File: src/rtl/fetch_pkg.sv
// Shared constants for the instruction-fetch stage and its prefetch queue.
package fetch_pkg;

  localparam int unsigned ILEN = 32;
  localparam logic [ILEN-1:0] NOP_INSTR = 32'h0000_0013;

endpackage

File: src/rtl/fetch_fifo.sv
// Circular buffer of fetched entries with head/tail/count and a synchronous clear.
module fetch_fifo #(
  parameter int unsigned Width = 64,
  parameter int unsigned Depth = 4
) (
  input  logic                    clk,
  input  logic                    rst,
  input  logic                    clr,
  input  logic                    push,
  input  logic                    pop,
  input  logic [Width-1:0]        wdata,
  output logic [Width-1:0]        rdata,
  output logic [$clog2(Depth):0]  count
);

  localparam int unsigned PtrW = $clog2(Depth);
  localparam int unsigned CntW = PtrW + 1;

  logic [PtrW-1:0]  head_q, head_d;
  logic [PtrW-1:0]  tail_q, tail_d;
  logic [CntW-1:0]  count_q, count_d;
  logic [Width-1:0] mem_q [Depth];
  logic [Width-1:0] mem_d [Depth];

  always_comb begin
    head_d  = head_q;
    tail_d  = tail_q;
    count_d = count_q;
    mem_d   = mem_q;
    // Clear only invalidates: storage keeps its stale contents.
    if (clr) begin
      head_d  = '0;
      tail_d  = '0;
      count_d = '0;
    end else begin
      if (push) begin
        mem_d[tail_q] = wdata;
        tail_d        = tail_q + PtrW'(1);
      end
      if (pop) begin
        head_d = head_q + PtrW'(1);
      end
      if (push && !pop) begin
        count_d = count_q + CntW'(1);
      end else if (pop && !push) begin
        count_d = count_q - CntW'(1);
      end
    end
  end

  always_ff @(posedge clk or negedge rst) begin
    if (!rst) begin
      head_q  <= '0;
      tail_q  <= '0;
      count_q <= '0;
    end else begin
      head_q  <= head_d;
      tail_q  <= tail_d;
      count_q <= count_d;
    end
  end

  always_ff @(posedge clk) begin
    mem_q <= mem_d;
  end

  assign rdata = mem_q[head_q];
  assign count = count_q;

endmodule

File: src/rtl/fetch_queue.sv
// Fetch stage: sequential PC, prefetch queue feeding decode, flush-and-restart on redirect.
module fetch_queue
  import fetch_pkg::*;
#(
  parameter int unsigned     XLEN     = 32,
  parameter int unsigned     DEPTH    = 4,
  parameter logic [XLEN-1:0] RESET_PC = '0
) (
  input  logic                    clk,
  input  logic                    rst,
  output logic [XLEN-1:0]         imem_addr,
  input  logic [31:0]             imem_rdata,
  input  logic                    imem_ready,
  input  logic                    redirect,
  input  logic [XLEN-1:0]         redirect_pc,
  input  logic                    stall_d,
  output logic                    valid_d,
  output logic [31:0]             instr_d,
  output logic [XLEN-1:0]         pc_d,
  output logic [XLEN-1:0]         pc_plus4_d,
  output logic [$clog2(DEPTH):0]  count
);

  localparam int unsigned CntW = $clog2(DEPTH) + 1;

  typedef struct packed {
    logic [ILEN-1:0] instr;
    logic [XLEN-1:0] pc;
  } fetch_entry_t;

  logic [XLEN-1:0] fetch_pc_q, fetch_pc_d;
  logic            push, pop, fifo_pop;
  fetch_entry_t    wr_entry, head;

  assign valid_d  = (count != '0);
  assign pop      = valid_d & ~stall_d;
  // A full queue may still accept when the head leaves in the same cycle.
  assign push     = imem_ready & ~redirect & ((count < CntW'(DEPTH)) | pop);
  assign fifo_pop = pop & ~redirect;
  assign wr_entry = '{instr: imem_rdata, pc: fetch_pc_q};

  always_comb begin
    fetch_pc_d = fetch_pc_q;
    if (redirect) begin
      fetch_pc_d = redirect_pc;
    end else if (push) begin
      fetch_pc_d = fetch_pc_q + XLEN'(4);
    end
  end

  always_ff @(posedge clk or negedge rst) begin
    if (!rst) begin
      fetch_pc_q <= RESET_PC;
    end else begin
      fetch_pc_q <= fetch_pc_d;
    end
  end

  fetch_fifo #(
    .Width (ILEN + XLEN),
    .Depth (DEPTH)
  ) u_fifo (
    .clk   (clk),
    .rst   (rst),
    .clr   (redirect),
    .push  (push),
    .pop   (fifo_pop),
    .wdata (wr_entry),
    .rdata (head),
    .count (count)
  );

  assign imem_addr = fetch_pc_q;

  always_comb begin
    instr_d    = NOP_INSTR;
    pc_d       = '0;
    pc_plus4_d = '0;
    if (valid_d) begin
      instr_d    = head.instr;
      pc_d       = head.pc;
      pc_plus4_d = head.pc + XLEN'(4);
    end
  end

endmodule

File: config.mk
export PLATFORM = sky130hd
export DESIGN_NAME = fetch_queue
export DESIGN_NICKNAME = d
export VERILOG_FILES = /design/src/rtl/fetch_pkg.sv /design/src/rtl/fetch_fifo.sv /design/src/rtl/fetch_queue.sv
export SDC_FILE = /design/constraint.sdc
export NUM_CORES = 1
export LEC_CHECK = 0
export ABC_AREA = 1
export ABC_CLOCK_PERIOD_IN_PS = 4600
export CAP_MARGIN = 25
export CORE_UTILIZATION = 40
export CTS_BUF_LIST = sky130_fd_sc_hd__clkbuf_4 sky130_fd_sc_hd__clkbuf_8
export CTS_CLUSTER_DIAMETER = 120
export DETAILED_ROUTE_END_ITERATION = 8
export SLEW_MARGIN = 40
export SYNTH_ARGS = -nofsm -noshare
export SYNTH_HDL_FRONTEND = slang
export SYNTH_SLANG_ARGS = --single-unit
File: constraint.sdc
create_clock -name clk -period 4.6 [get_ports clk]
set_input_delay 1.38 -clock clk [delete_from_list [all_inputs] [get_ports clk]]
set_output_delay 1.38 -clock clk [all_outputs]
set_load 0.02 [all_outputs]
==> results.json, run 1 <==
{
  "status": "finished clean",
  "drc_errors": 0,
  "num_vias": 11200,
  "rrSetupSlack_ns": 2.30,
  "grt_max_degree": 90,
  "whs_ns": 0.577,
  "crit_family": "simple AND/OR/NAND/NOR gates",
  "r2r-start": "u_fifo.count[2]",
  "fin_crit_sh": 0.969,
  "ant_nets": 0,
  "postCtsHoldBufs": 0,
  "path_buf_inv": 3,
  "critical_path.cell_chain": "buf_12 > o211ai_1 > nand2_1 > ha_1 > nand3_1 > nor2_4 > nand2_2 > nor2_2 > nand3_1 > nand2_1 > inv_1 > nor2_1 > clkdlybuf4s15_1",
  "grt_pass1_wl_mm": 60.7,
  "synth_cell_types": 36,
  "htreeDepth": 2,
  "cts_buffers": 48,
  "r2r_cells": 8,
  "netlist_top_cells_area": "edfxtp_1, nand2_1, nor2_1, dfrtp_1, o21ai_0",
  "min_period_ns": 4.46,
  "dpl.cell_count": 2110,
  "cp-end-kind": "output port",
  "hold_violations": 0,
  "synth_area_per_cell_um2": 9.36,
  "num_antenna_cells": 0,
  "worstHoldPathCells": 1,
  "gp_congestion": 0.891,
  "slew-limit-headroom": 0.567,
  "die_y_um": 189,
  "cp.required_ns": 3.22,
  "path_depth": 13,
  "synth_nets": 1574,
  "fmax_ghz": 0.224,
  "drv_slew": 0,
  "vias_per_cell": 5.09,
  "holdPathEnd": "u_fifo.tail_q[0]",
  "firstDrtPassIters": 7,
  "crit_arrival_ns": 3.08,
  "grt_pass1_vias": 10800,
  "post_drt_wl_per_cell_um": 18.0,
  "setup-violations-final": 0,
  "grt.overflow.total": 0,
  "max_stage_delay_ns": 0.44,
  "start_kind": "flop",
  "skew_ns": 0.0138,
  "grt_usage": 0.221,
  "synth_cells": 1498,
  "clock_tree.root_cell": "clkbuf_8",
  "yosysTopAreaCell": "edfxtp_1",
  "path_clk_slew_ns": 0.06,
  "drt-initial-drc-count": 887,
  "ys_seq_area_frac": 0.618,
  "cts.path.max_buffers": 3,
  "synth_top_area_share": 0.548,
  "slowest_stage": "dfrtp_4",
  "nets": 1781,
  "syn-cell-area_um2": 14000,
  "dieArea_um2": 35800,
  "tightest_slew_ns": 0.648,
  "post-dp-hpwl_mm": 25.7,
  "die_w_um": 189,
  "powerDensity_nw_per_um2": 536,
  "clock_sinks": 295,
  "final_layout_size_suffix_gt1_frac": 0.0873,
  "hp-start": "u_fifo.tail_q[0]",
  "clkLatencyLatePin_ns": 0.58,
  "coreArea_um2": 34500,
  "area_growth_pct": 25.0,
  "rows": 68,
  "rsz0062_at_grt": "true",
  "critPathMaxFanout": 55,
  "ys_warn_count": 0,
  "ir_drop_uv": 290,
  "ys_ff_latch": 295,
  "io_pins": 201,
  "layout.cells.non_filler": 2196,
  "r2r_end": "u_fifo.mem_q[13]",
  "antenna_found_initial": 0,
  "start_util": 0.406,
  "drv_cap": 0,
  "cts_tree": "built",
  "crit_type": "flop to output port",
  "io_buffers": 200,
  "hp-class": "flop to flop",
  "wl_mm": 39.4,
  "power.leakage_nw": 6.84
}
[cells in the mapped netlist]
cell,number
nand2_1,444
nor2_1,279
edfxtp_1,256
o21ai_0,91
nand3_1,86
inv_1,63
a21oi_1,50
dfrtp_1,39
clkbuf_1,32
xor2_1,19
buf_2,18
nor3_1,16
o211ai_1,15
buf_1,9
nor2_2,9
o21bai_1,8
xnor2_1,8
buf_4,7
nand4_1,7
ha_1,6
nand2_2,6
buf_6,4
o311ai_0,4
a31oi_1,3
a22o_1,2
buf_8,2
inv_2,2
nand3_2,2
nor2_4,2
nor4_1,2
o22ai_1,2
a32o_1,1
fa_1,1
inv_4,1
o221ai_1,1
or2_2,1
[stage by stage]
step / TNS (ns) / setup slack (ns) / util / power, mW / area, µm²
global route: -0.0827 / -0.0827 / 0.508 / 9.88 / 17500
finish: 0 / 0.142 / 0.508 / 9.39 / 17500
CTS: -0.0100 / -0.0100 / 0.507 / 9.47 / 17500
detailed placement: 0 / 0.304 / 0.479 / 7.22 / 16600
floorplan: -190.16 / -0.743 / - / 5.49 / 14000
global placement: 0 / 0.310 / 0.479 / 7.20 / 16600
[power by group]
| part | switching, mW | internal, mW |
|---|---|---|
| combinational | 2.40 | 1.38 |
| clock | 1.02 | 1.25 |
| sequential | 0.199 | 3.14 |
[worst max path at each step]
stage / from / end / slack (ns)
CTS: u_fifo.head_q[0] / pc_plus4_d[11] / -0.01
global route: u_fifo.head_q[1] / pc_plus4_d[28] / -0.08
global placement: u_fifo.head_q[0] / pc_plus4_d[22] / 0.31
detailed placement: u_fifo.head_q[0] / pc_plus4_d[28] / 0.30
floorplan: stall_d / u_fifo.mem_q[0] / -0.74
finish: u_fifo.head_q[1] / pc_plus4_d[28] / 0.14
[routing by layer]
| metal | global-route usage | share of wire | up-vias | wire (µm) |
|---|---|---|---|---|
| met5 | 0 | 0 | - | 0 |
| met4 | 0.0676 | 0.020 | 0 | 807 |
| met3 | 0.0393 | 0.065 | 58 | 2580 |
| met2 | 0.348 | 0.45 | 371 | 17900 |
| met1 | 0.312 | 0.46 | 5317 | 18200 |
| li1 | - | - | 5440 | - |
[placed cells by master (no fill, tap or decap), types with 4 or more instances in the layout]
| master | n |
|---|---|
| o211ai_1 | 15 |
| o21bai_1 | 8 |
| nor2_1 | 270 |
| inv_1 | 62 |
| clkbuf_2 | 12 |
| buf_4 | 22 |
| edfxtp_1 | 256 |
| dfrtp_1 | 37 |
| nand2_1 | 441 |
| ha_1 | 6 |
| clkinv_1 | 15 |
| nor2_4 | 10 |
| nor3_1 | 15 |
| xnor2_1 | 8 |
| o311ai_0 | 4 |
| nand4_1 | 7 |
| clkinv_2 | 5 |
| xor2_1 | 19 |
| dlymetal6s2s_1 | 6 |
| nand3_1 | 86 |
| clkdlybuf4s50_1 | 175 |
| nor2_2 | 10 |
| clkbuf_8 | 49 |
| nand2_2 | 9 |
| o21ai_0 | 91 |
| a21oi_1 | 50 |
| clkbuf_4 | 11 |
| buf_12 | 4 |
[state kept, by name, summed over array words and instances, names as in the netlist]
register,count
u_fifo.head_q,2
u_fifo.count,3
u_fifo.tail_q,2
u_fifo.mem_q,256
imem_addr,32
[logic make-up after synthesis]
logic type | after synthesis | share of synthesized area
AO/OA/AOI/OAI | 177 | 0.0700
AND/OR/NAND/NOR | 854 | 0.244
flip-flops | 295 | 0.618
adder cells (fa/ha/maj) | 7 | 0.00678
XOR/XNOR | 27 | 0.0169
buffers and inverters | 138 | 0.0444
[layout make-up]
type	count	area (µm²)
Clock buffer	60	757
Clock inverter	26	199
Tap cell	455	569
Sequential cell	295	8670
Multi-Input combinational cell	1065	4810
Timing Repair Buffer	229	2270
Fill cell	3237	17000
Inverter	66	260
[repair_timing]
item                       4_1_cts  5_1_grt
buffers inserted                 0        0
setup endpoints to repair       23       34
gates resized for setup         28       42
(Power assumes the default switching activity.)
==> run 2: changes to the inputs <==
--- a/config.mk
+++ b/config.mk
@@ -5,7 +5,6 @@
 export SDC_FILE = /design/constraint.sdc
 export NUM_CORES = 1
 export LEC_CHECK = 0
-export ABC_AREA = 1
 export ABC_CLOCK_PERIOD_IN_PS = 4600
 export CAP_MARGIN = 25
 export CORE_UTILIZATION = 40
==> run 2 against run 1 <==
The flow now finishes with violations (design-rule violations). Wire length is 25% lower. Clock power is 7% lower. Register-to-register slack worse by 0.08 ns. Non-clock buffer count is 6 higher. First-iteration DRC count is 44% lower. Flip-flop and latch count stayed put. Clock skew is 0.0088 ns higher. Via count is 33% lower. Sequential share of layout area is 4.0 points higher. Maximum frequency is 2.1% lower. Largest power group unchanged. Highest routed layer unchanged.
==> results.json, run 2 <==
{
  "grt_usage": 0.184,
  "endpoint": "pc_plus4_d[31]",
  "rsz0062_at_grt": "true",
  "synth_top_area_share": 0.609,
  "synth_area_per_cell_um2": 16.4,
  "yosysTopAreaCell": "edfxtp_1",
  "ir_drop_uv": 339,
  "drv_cap": 0,
  "power.leakage_nw": 5.46,
  "rows": 64,
  "path_depth": 6,
  "powerDensity_nw_per_um2": 567,
  "clkLatencyLatePin_ns": 0.57,
  "utilization": 0.526,
  "crit_arrival_ns": 3.17,
  "htreeDepth": 2,
  "regArea_um2": 8670,
  "dpl.cell_count": 1349,
  "fin_crit_sh": 0.990,
  "top_register": "u_fifo.mem_q",
  "setup-violations-final": 0,
  "coreArea_um2": 30800,
  "cp-end-kind": "output port",
  "status": "complete, but fails checks",
  "num_antenna_cells": 0,
  "layout.cells.non_filler": 1447,
  "netlist_top_cells_area": "edfxtp_1, mux4_2, dfrtp_1, and2_1, xnor2_1",
  "path_clk_slew_ns": 0.06,
  "wl_mm": 29.6,
  "violations": "design-rule violations",
  "grt.overflow.total": 0,
  "drc_errors": 13,
  "area_growth_pct": 28.5,
  "r2r-start": "u_fifo.count[0]",
  "pre_cts_slack_ns": 0.106,
  "hp-class": "flop to flop",
  "fin_ws_ns": 0.0478,
  "synth-edff-count": 256,
  "num_vias": 7457,
  "critPathMaxFanout": 8,
  "slowest_stage": "mux4_1",
  "final_common_cell": "edfxtp_1",
  "drt-initial-drc-count": 496,
  "gp_congestion": 0.776,
  "ys_seq_area_frac": 0.686,
  "ant_nets": 0,
  "drv_slew": 0,
  "synth_cells": 768,
  "skew_ns": 0.0226,
  "grt_max_degree": 71,
  "vias_per_cell": 5.15,
  "r2r_cells": 9,
  "syn-cell-area_um2": 12600,
  "nets": 1092,
  "synth_common_cells": "edfxtp_1, and2_1, mux4_2",
  "firstDrtPassIters": 9,
  "final_cell_mix": "edfxtp_1, clkdlybuf4s50_1, and2_1",
  "post_drt_wl_per_cell_um": 20.5,
  "cts_tree": "built",
  "tightest_slew_ns": 0.671,
  "whs_ns": 0.576,
  "hold_violations": 0,
  "die_w_um": 180,
  "antenna_found_initial": 0,
  "path_buf_inv": 1,
  "critical_path.cell_chain": "mux4_1 > and4_1 > and3_2 > nand4_1 > mux2_2 > clkdlybuf4s15_2",
  "min_period_ns": 4.55,
  "synth_cell_types": 44,
  "start_util": 0.409,
  "final.fill_count": 2562,
  "die_y_um": 180,
  "final_layout_size_suffix_gt1_frac": 0.200,
  "fin_tns_setup_ns": 0,
  "synthArstFlopShare": 0.132,
  "synth_ff_type": "edfxtp_1",
  "dieArea_um2": 32300,
  "io_pins": 201,
  "grt_pass1_wl_mm": 45.2,
  "post-dp-hpwl_mm": 19.4,
  "multi_input_area_um2": 3760,
  "cts_buffers": 48,
  "rrSetupSlack_ns": 2.22,
  "startpoint": "u_fifo.head_q[0]",
  "clock_sinks": 295,
  "cp.required_ns": 3.22,
  "clock_tree.root_cell": "clkbuf_8",
  "max_stage_delay_ns": 0.72,
  "grt_pass1_vias": 7579,
  "ys_warn_count": 0,
  "fmax_ghz": 0.220,
  "synthMostInstantiatedCell": "edfxtp_1",
  "cts.path.max_buffers": 3,
  "r2r_end": "u_fifo.count[2]",
  "synth_nets": 844,
  "crit_family": "multiplexers",
  "start_kind": "flop",
  "io_buffers": 200,
  "hp-start": "imem_addr[1]",
  "slew-limit-headroom": 0.552,
  "ys_ff_latch": 295,
  "crit_type": "flop to output port",
  "largest_register_ffs": 256
}
==> run 2: how the worst min path moves through the flow <==
stage / endpoint / cells past startpoint
floorplan: u_fifo.tail_q[0] / 2
global placement: u_fifo.mem_q[65] / 0
detailed placement: u_fifo.mem_q[129] / 0
CTS: u_fifo.mem_q[129] / 0
global route: u_fifo.mem_q[129] / 0
finish: u_fifo.mem_q[129] / 0
==> run 2: worst register-to-register path: stages, from the launching register on <==
cell,delay [ns]
dfrtp_1,0.45
nor3_2,0.09
buf_4,0.28
nor2_1,0.42
nor2b_1,0.12
fa_1,0.40
nand2b_1,0.11
nor4_1,0.05
a221oi_1,0.21
a21oi_1,0.10
==> run 2: repair_timing <==
item | in CTS | in global routing
hold buffers | 0 | 0
hold endpoints to repair | 0 | 0
setup buffers | 8 | 5
setup endpoints to repair | 42 | 30
pin swaps | 2 | 1
gates resized for setup | 57 | 13
==> run 2: cell type report <==
cell class	instances	area share
clock buffer	68	0.0504
clock inverter	17	0.00517
inverter	15	0.00347
multi-input combinational	421	0.232
sequential	295	0.535
tap	396	0.0306
timing repair buffer	235	0.144
==> run 2: metrics by stage <==
step           cell area, µm²  total power [mW]
2_1_floorplan           12600              5.46
5_1_grt                 16200              9.63
3_5_place_dp            15200              7.12
4_1_cts                 16200              9.29
6_report                16200              9.19
3_3_place_gp            15200              7.12
==> run 2: layer usage <==
layer,vias to the layer above,share of wire,GRT usage
met5,-,0,0
met4,0,0.015,0.0507
met3,39,0.059,0.0363
met2,236,0.47,0.292
met1,3743,0.45,0.260
li1,3439,-,-
==> run 2: logic make-up (layout without fill, tap and decap cells) <==
| group | Yosys count | in the layout | share of synthesized area |
|---|---|---|---|
| compound gates | 44 | 44 | 0.0181 |
| xor+xnor | 44 | 44 | 0.0305 |
| flops | 295 | 295 | 0.686 |
| simple gates | 247 | 247 | 0.108 |
| buf+inv | 52 | 335 | 0.0194 |
| fa+ha+maj | 7 | 7 | 0.00753 |
| mux | 79 | 79 | 0.130 |
==> run 2: report_power, final <==
group,leakage (nW),switching (mW),internal (mW),total [mW]
sequential,2.81,0.155,3.10,3.26
clock,0.479,0.977,1.14,2.12
combinational,2.17,2.02,1.79,3.81
==> run 3: changes to the inputs <==
--- a/config.mk
+++ b/config.mk
@@ -8,7 +8,7 @@
 export ABC_CLOCK_PERIOD_IN_PS = 4600
 export CAP_MARGIN = 25
 export CORE_UTILIZATION = 40
-export CTS_BUF_LIST = sky130_fd_sc_hd__clkbuf_4 sky130_fd_sc_hd__clkbuf_8
+export CTS_BUF_LIST = sky130_fd_sc_hd__clkbuf_2 sky130_fd_sc_hd__clkbuf_4 sky130_fd_sc_hd__clkbuf_8
 export CTS_CLUSTER_DIAMETER = 120
 export DETAILED_ROUTE_END_ITERATION = 8
 export SLEW_MARGIN = 40
==> results of run 3 <==
The final DEF is identical to that of run 2; final timing and power are the same.
